===== config.mk =====
export PLATFORM = sky130hd
export DESIGN_NAME = segre_assoc_cache
export DESIGN_NICKNAME = d
export VERILOG_FILES = /design/src/rtl/segre_assoc_cache.sv
export SDC_FILE = /design/constraint.sdc
export NUM_CORES = 2
export LEC_CHECK = 0
export BUFFER_PORTS_ARGS = -buffer_cell sky130_fd_sc_hd__buf_4
export CORE_AREA = 3 3 424 426
export CTS_CLUSTER_DIAMETER = 150
export DETAILED_ROUTE_END_ITERATION = 6
export DIE_AREA = 0 0 427 429
export PLACE_DENSITY = 0.55
export SYNTH_ARGS = -nofsm -noshare
export SYNTH_HDL_FRONTEND = slang
export SYNTH_SLANG_ARGS = --single-unit
export TNS_END_PERCENT = 10

===== constraint.sdc =====
create_clock -name clk_i -period 23.6 [get_ports clk_i]
set_input_delay 1.18 -clock clk_i [delete_from_list [all_inputs] [get_ports clk_i]]
set_output_delay 1.18 -clock clk_i [all_outputs]
set_load 0.01 [all_outputs]

===== src/rtl/segre_assoc_cache.sv =====
// segre_assoc_cache: N-way set-associative, write-back, write-allocate data cache with round-robin replacement
//   clk_i, rst_i (async, active-high)
//   LSU side : req_valid_i/req_ready_o handshake, req_we_i, req_type_i, req_addr_i, req_wdata_i;
//              rsp_valid_o one-cycle pulse with rsp_rdata_o (zero-extended load data, 0 for stores)
//   Mem side : mem_req_o held until mem_gnt_i pulse; mem_we_o=1 writeback of mem_wline_o, 0 refill from mem_rline_i;
//              mem_addr_o line aligned
package segre_cache_pkg;
    typedef enum logic [1:0] {BYTE = 2'd0, HALF = 2'd1, WORD = 2'd2} memop_data_type_e;
endpackage

module segre_assoc_cache
    import segre_cache_pkg::*;
#(
    parameter int WORD_SIZE  = 32,
    parameter int LINE_BYTES = 16,
    parameter int NUM_SETS   = 4,
    parameter int NUM_WAYS   = 2
) (
    input  logic                    clk_i,
    input  logic                    rst_i,
    input  logic                    req_valid_i,
    output logic                    req_ready_o,
    input  logic                    req_we_i,
    input  memop_data_type_e        req_type_i,
    input  logic [WORD_SIZE-1:0]    req_addr_i,
    input  logic [WORD_SIZE-1:0]    req_wdata_i,
    output logic                    rsp_valid_o,
    output logic [WORD_SIZE-1:0]    rsp_rdata_o,
    output logic                    mem_req_o,
    output logic                    mem_we_o,
    output logic [WORD_SIZE-1:0]    mem_addr_o,
    output logic [LINE_BYTES*8-1:0] mem_wline_o,
    input  logic                    mem_gnt_i,
    input  logic [LINE_BYTES*8-1:0] mem_rline_i
);
    localparam int OFF_W = $clog2(LINE_BYTES);
    localparam int IDX_W = $clog2(NUM_SETS);
    localparam int TAG_W = WORD_SIZE - IDX_W - OFF_W;
    localparam int WAY_W = NUM_WAYS > 1 ? $clog2(NUM_WAYS) : 1;
    localparam int LW    = LINE_BYTES * 8;

    typedef enum logic [2:0] {IDLE, LOOKUP, WRITEBACK, REFILL, RESPOND} state_e;

    state_e              state_q;
    logic [TAG_W-1:0]    tag_q   [NUM_SETS][NUM_WAYS];
    logic [LW-1:0]       data_q  [NUM_SETS][NUM_WAYS];
    logic [NUM_WAYS-1:0] valid_q [NUM_SETS];
    logic [NUM_WAYS-1:0] dirty_q [NUM_SETS];
    logic [WAY_W-1:0]    ptr_q   [NUM_SETS];
    logic [WAY_W-1:0]    victim_q;
    logic [WORD_SIZE-1:0] addr_q, wdata_q, rsp_rdata_q, mem_addr_q;
    logic                we_q, rsp_valid_q, mem_req_q, mem_we_q;
    memop_data_type_e    type_q;
    logic [LW-1:0]       mem_wline_q;

    logic [TAG_W-1:0]     tag;
    logic [IDX_W-1:0]     idx;
    logic [OFF_W-1:0]     off;
    logic                 hit;
    logic [WAY_W-1:0]     hit_way, victim_d;
    logic [WORD_SIZE-1:0] size_mask, rdata_d;
    logic [LW-1:0]        hit_line, byte_mask, line_d;
    logic                 store_hit, refill_done;

    assign tag         = addr_q[WORD_SIZE-1 -: TAG_W];
    assign idx         = addr_q[OFF_W +: IDX_W];
    // Halfwords and words are forced onto their natural alignment so an access never crosses a line.
    assign off         = addr_q[OFF_W-1:0] & ~OFF_W'(type_q == WORD ? 3 : type_q == HALF ? 1 : 0);
    assign size_mask   = type_q == BYTE ? WORD_SIZE'('hFF) : type_q == HALF ? WORD_SIZE'('hFFFF) : '1;
    assign hit_line    = data_q[idx][hit_way];
    assign rdata_d     = we_q ? '0 : WORD_SIZE'(hit_line >> {off, 3'b000}) & size_mask;
    assign byte_mask   = LW'(size_mask) << {off, 3'b000};
    assign line_d      = (hit_line & ~byte_mask) | (LW'(wdata_q & size_mask) << {off, 3'b000});
    assign store_hit   = state_q == LOOKUP && hit && we_q;
    assign refill_done = state_q == REFILL && mem_gnt_i;

    // Descending scan leaves the lowest-index invalid way as victim; the round-robin pointer is used only when the set is full.
    always_comb begin
        hit      = 1'b0;
        hit_way  = '0;
        victim_d = ptr_q[idx];
        for (int w = NUM_WAYS - 1; w >= 0; w--) begin
            if (valid_q[idx][w] && tag_q[idx][w] == tag) begin
                hit     = 1'b1;
                hit_way = WAY_W'(w);
            end
            if (!valid_q[idx][w]) victim_d = WAY_W'(w);
        end
    end

    always_ff @(posedge clk_i) begin
        if (store_hit) data_q[idx][hit_way] <= line_d;
        if (refill_done) begin
            data_q[idx][victim_q] <= mem_rline_i;
            tag_q[idx][victim_q]  <= tag;
        end
    end

    always_ff @(posedge clk_i or posedge rst_i) begin
        if (rst_i) begin
            state_q     <= IDLE;
            for (int s = 0; s < NUM_SETS; s++) begin
                valid_q[s] <= '0;
                dirty_q[s] <= '0;
                ptr_q[s]   <= '0;
            end
            victim_q    <= '0;
            addr_q      <= '0;
            wdata_q     <= '0;
            we_q        <= 1'b0;
            type_q      <= BYTE;
            rsp_valid_q <= 1'b0;
            rsp_rdata_q <= '0;
            mem_req_q   <= 1'b0;
            mem_we_q    <= 1'b0;
            mem_addr_q  <= '0;
            mem_wline_q <= '0;
        end else begin
            case (state_q)
                IDLE: if (req_valid_i) begin
                    addr_q  <= req_addr_i;
                    wdata_q <= req_wdata_i;
                    we_q    <= req_we_i;
                    type_q  <= req_type_i;
                    state_q <= LOOKUP;
                end
                LOOKUP: if (hit) begin
                    if (we_q) dirty_q[idx][hit_way] <= 1'b1;
                    rsp_valid_q <= 1'b1;
                    rsp_rdata_q <= rdata_d;
                    state_q     <= RESPOND;
                end else begin
                    // A dirty way is always valid, so the dirty bit alone decides whether to write back first.
                    victim_q    <= victim_d;
                    mem_req_q   <= 1'b1;
                    mem_we_q    <= dirty_q[idx][victim_d];
                    mem_addr_q  <= {(dirty_q[idx][victim_d] ? tag_q[idx][victim_d] : tag), idx, {OFF_W{1'b0}}};
                    mem_wline_q <= data_q[idx][victim_d];
                    state_q     <= dirty_q[idx][victim_d] ? WRITEBACK : REFILL;
                end
                WRITEBACK: if (mem_gnt_i) begin
                    mem_we_q   <= 1'b0;
                    mem_addr_q <= {tag, idx, {OFF_W{1'b0}}};
                    state_q    <= REFILL;
                end
                REFILL: if (mem_gnt_i) begin
                    mem_req_q                <= 1'b0;
                    valid_q[idx][victim_q]   <= 1'b1;
                    dirty_q[idx][victim_q]   <= 1'b0;
                    if (valid_q[idx][victim_q]) ptr_q[idx] <= ptr_q[idx] == WAY_W'(NUM_WAYS - 1) ? '0 : ptr_q[idx] + 1'b1;
                    state_q                  <= LOOKUP;
                end
                RESPOND: begin
                    rsp_valid_q <= 1'b0;
                    rsp_rdata_q <= '0;
                    state_q     <= IDLE;
                end
                default: state_q <= IDLE;
            endcase
        end
    end

    assign req_ready_o = state_q == IDLE;
    assign rsp_valid_o = rsp_valid_q;
    assign rsp_rdata_o = rsp_rdata_q;
    assign mem_req_o   = mem_req_q;
    assign mem_we_o    = mem_we_q;
    assign mem_addr_o  = mem_addr_q;
    assign mem_wline_o = mem_wline_q;
endmodule


==> flow_summary.ini <==
[grt]
grt_max_degree = 117
first_global_vias = 45340
overflow = 0
track_usage_pct = 29.04
antenna_found_initial = 13
grt_pass1_wl_um = 371700

[worst_setup_path]
crit_fanout = 55
reg2reg_from = addr_q[5]$_DFFE_PP0P_
cp.required_ps = 24050
reg2regPathDepth = 14
setup.worst_path.start_class = flop
critical_path_class = reg -> reg
worstPathArrival_ps = 8490
rr_endpoint = data_q[0][67]$_DFFE_PP_
crit_path_end_kind = flop
r2r_slack_ps = 15550

[pwr]
power_leakage_nw = 29.09
p_per_area_mw_per_mm2 = 171.8
power_w = 0.01401
vdd_drop_max_mv = 0.2650

[floorplanning]
io_pins = 395
core_area_mm2 = 0.1761
die_y_um = 429
initial_core_util_pct = 40.00
row_count = 154
dieArea_mm2 = 0.1832
die_w_um = 427

[clock_tree]
clk_pin_slew_ps = 60
cts.sinks = 1514
h-tree-depth = 4
post-cts-setup-buffer-count = 0
clk_path_buf_depth = 3
clk_latency_ps = 840
cts-root-buf = clkbuf_16
cts_tree = yes
cts_buffers = 168
cts_resized = 0
cts_hold_buffers = 0

[synthesis]
synth_top_family_by_area = multiplexers
yosysMostFrequentCell = edfxtp_1
synth.avg_cell_area_um2 = 14.91
yosys.area_share.xor_xnor_pct = 0.5843
synthArstFlopShare_pct = 18.63
synth-edff-count = 1232
synth_common_cells = edfxtp_1, mux2i_1, nor2_1, nand2_1, mux4_2
synth-simple-area-share_pct = 5.502
yosys_warnings = 0
synth_top_cells_by_area = edfxtp_1, mux4_2, dfrtp_1, mux2i_1, mux2_2
ys.flop_type = edfxtp_1
synth_compound_area_share_pct = 7.156
synthCells = 4726
synth_adder_area_share_pct = 0.05328
synth_top_area_share_pct = 52.51
synth_mux_area_share_pct = 21.92
yosysSeqAreaShare_pct = 62.53
synth_top_cell_by_area = edfxtp_1
ys_types = 86
synth_area_mm2 = 0.07045
synth_seq_cells = 1514

[detailed_routing]
wirelength_um = 270100
via_per_inst = 6.185
dr_total_vias = 46920
dr.pass1.iters = 7
wl_per_cell_um = 35.61
first_iter_violations = 6093
route.detailed.drc = 3
antenna_left = 0

[placed_design]
gp_congestion = 1.019
dp_hpwl_um = 188400
dp_cells = 7259
portBuffers = 390

[cells_and_area]
nets = 5291
layout-drive-gt1-share_pct = 28.45
syn2layout_area_growth_pct = 15.76
final_cells = 7585
final_core_util_pct = 46.31

[sta]
tns_ps = 0
worst_slew_pin_slew_ps = 1352
finalClockSkew_ps = 33.05
clock.fmax_mhz = 124.3
setup_viol_count_final = 0
rsz0062_at_grt = false
period_needed_ps = 8046
hold_viol = 0
fin_hold_ws_ps = 389.8
period_share_pct = 34.09
drv_slew = 0
slew_headroom_pct = 9.520

[run_status]
status = finished with violations
failed_checks = DRC

[job]
drv_cap = 0

[min_path]
hp-class = in -> async
==> flip-flops by register name (all words and copies together) (netlist names) <==
signal,cells
wdata_q,32
type_q,2
state_q,3
mem_wline_o,128
dirty_q,8
data_q,1024
mem_req_o,1
we_q,1
ptr_q,4
rsp_valid_o,1
tag_q,208
victim_q,1
valid_q,8
rsp_rdata_o,32
mem_addr_o,28
mem_we_o,1
addr_q,32
==> layout make-up <==
type | instances | area [µm²]
clock buffers | 234 | 4644
diodes | 11 | 27.53
multi-input cells | 2861 | 25060
inverters | 23 | 93.84
well taps | 2340 | 2928
clock inverters | 81 | 775.7
fillers | 15670 | 94560
flip-flops and latches | 1514 | 44060
repair buffers | 521 | 3961
==> metal layers <==
| layer | GRT usage [%] | vias up | wire [µm] |
|---|---|---|---|
| met2 | 44.73 | 2446 | 125000 |
| met1 | 40.08 | 24660 | 109900 |
| met3 | 5.328 | 490 | 21430 |
| li1 | - | 19320 | - |
| met5 | 0 | - | 14 |
| met4 | 13.21 | 2 | 13820 |
==> worst max-delay path, cell delays in order (launching register included) <==
cell and delay (ps):
dfrtp_4 960, buf_4 830, buf_4 820, mux4_2 420, xnor2_1 270, or4b_1 470
nor4_1 380, nand4bb_1 250, a21oi_4 160, buf_4 450, nand2b_1 200, and2_1 320
nor2_4 450, buf_4 660, buf_4 700
==> through the flow <==
| stage | area [µm²] | setup slack (ps) |
|---|---|---|
| final | 81550 | 15550 |
| after global placement | 76100 | 15620 |
| after CTS | 81520 | 15600 |
| after detailed placement | 76100 | 15630 |
| after floorplan | 70460 | 14350 |
| after global routing | 81530 | 15220 |
==> kinds of logic after synthesis <==
kind of cell | after synthesis
multiplexers | 1086
buffers and inverters | 354
AO/OA/AOI/OAI | 791
other | 1
flip-flops | 1514
AND/OR/NAND/NOR | 930
XOR/XNOR | 47
adder cells (fa/ha/maj) | 3
==> worst max path at each step <==
stage                               start                  endpoint  cells past startpoint
finish              addr_q[5]$_DFFE_PP0P_   data_q[0][67]$_DFFE_PP_                     14
global route        addr_q[5]$_DFFE_PP0P_   data_q[0][69]$_DFFE_PP_                     14
CTS                 addr_q[5]$_DFFE_PP0P_  data_q[0][213]$_DFFE_PP_                     13
detailed placement  addr_q[5]$_DFFE_PP0P_  data_q[2][213]$_DFFE_PP_                     13
global placement    addr_q[5]$_DFFE_PP0P_   data_q[0][86]$_DFFE_PP_                     14
floorplan           addr_q[4]$_DFFE_PP0P_    data_q[0][0]$_DFFE_PP_                     14
==> power breakdown <==
group          internal (W)  total (W)  switching, W
Clock               0.00148    0.00260       0.00111
Sequential          0.00395    0.00432      0.000367
Combinational       0.00237    0.00709       0.00472
==> layout by cell type (no fill, tap or decap), drive strengths merged, types with 10 or more instances in the layout <==
| cell type | synthesis | layout |
|---|---|---|
| nor3 | 20 | 20 |
| inv | 22 | 30 |
| o41ai | 10 | 10 |
| nor2 | 386 | 386 |
| a31oi | 45 | 45 |
| a211oi | 17 | 17 |
| dfrtp | 282 | 282 |
| o22ai | 115 | 115 |
| mux4 | 333 | 333 |
| diode | 0 | 11 |
| mux2 | 323 | 323 |
| xnor2 | 42 | 42 |
| a22oi | 50 | 50 |
| o221ai | 16 | 16 |
| nand2 | 378 | 378 |
| clkinv | 1 | 60 |
| and3 | 23 | 23 |
| a21oi | 285 | 285 |
| o211ai | 31 | 31 |
| or2 | 11 | 11 |
| clkbuf | 226 | 234 |
| nand2b | 12 | 12 |
| buf | 105 | 521 |
| o21ai | 102 | 102 |
| a221oi | 16 | 16 |
| nand3 | 46 | 46 |
| o31ai | 16 | 16 |
| nand4 | 11 | 11 |
| edfxtp | 1232 | 1232 |
| mux2i | 430 | 430 |
Note: power is estimated with default switching activity, not from simulation.
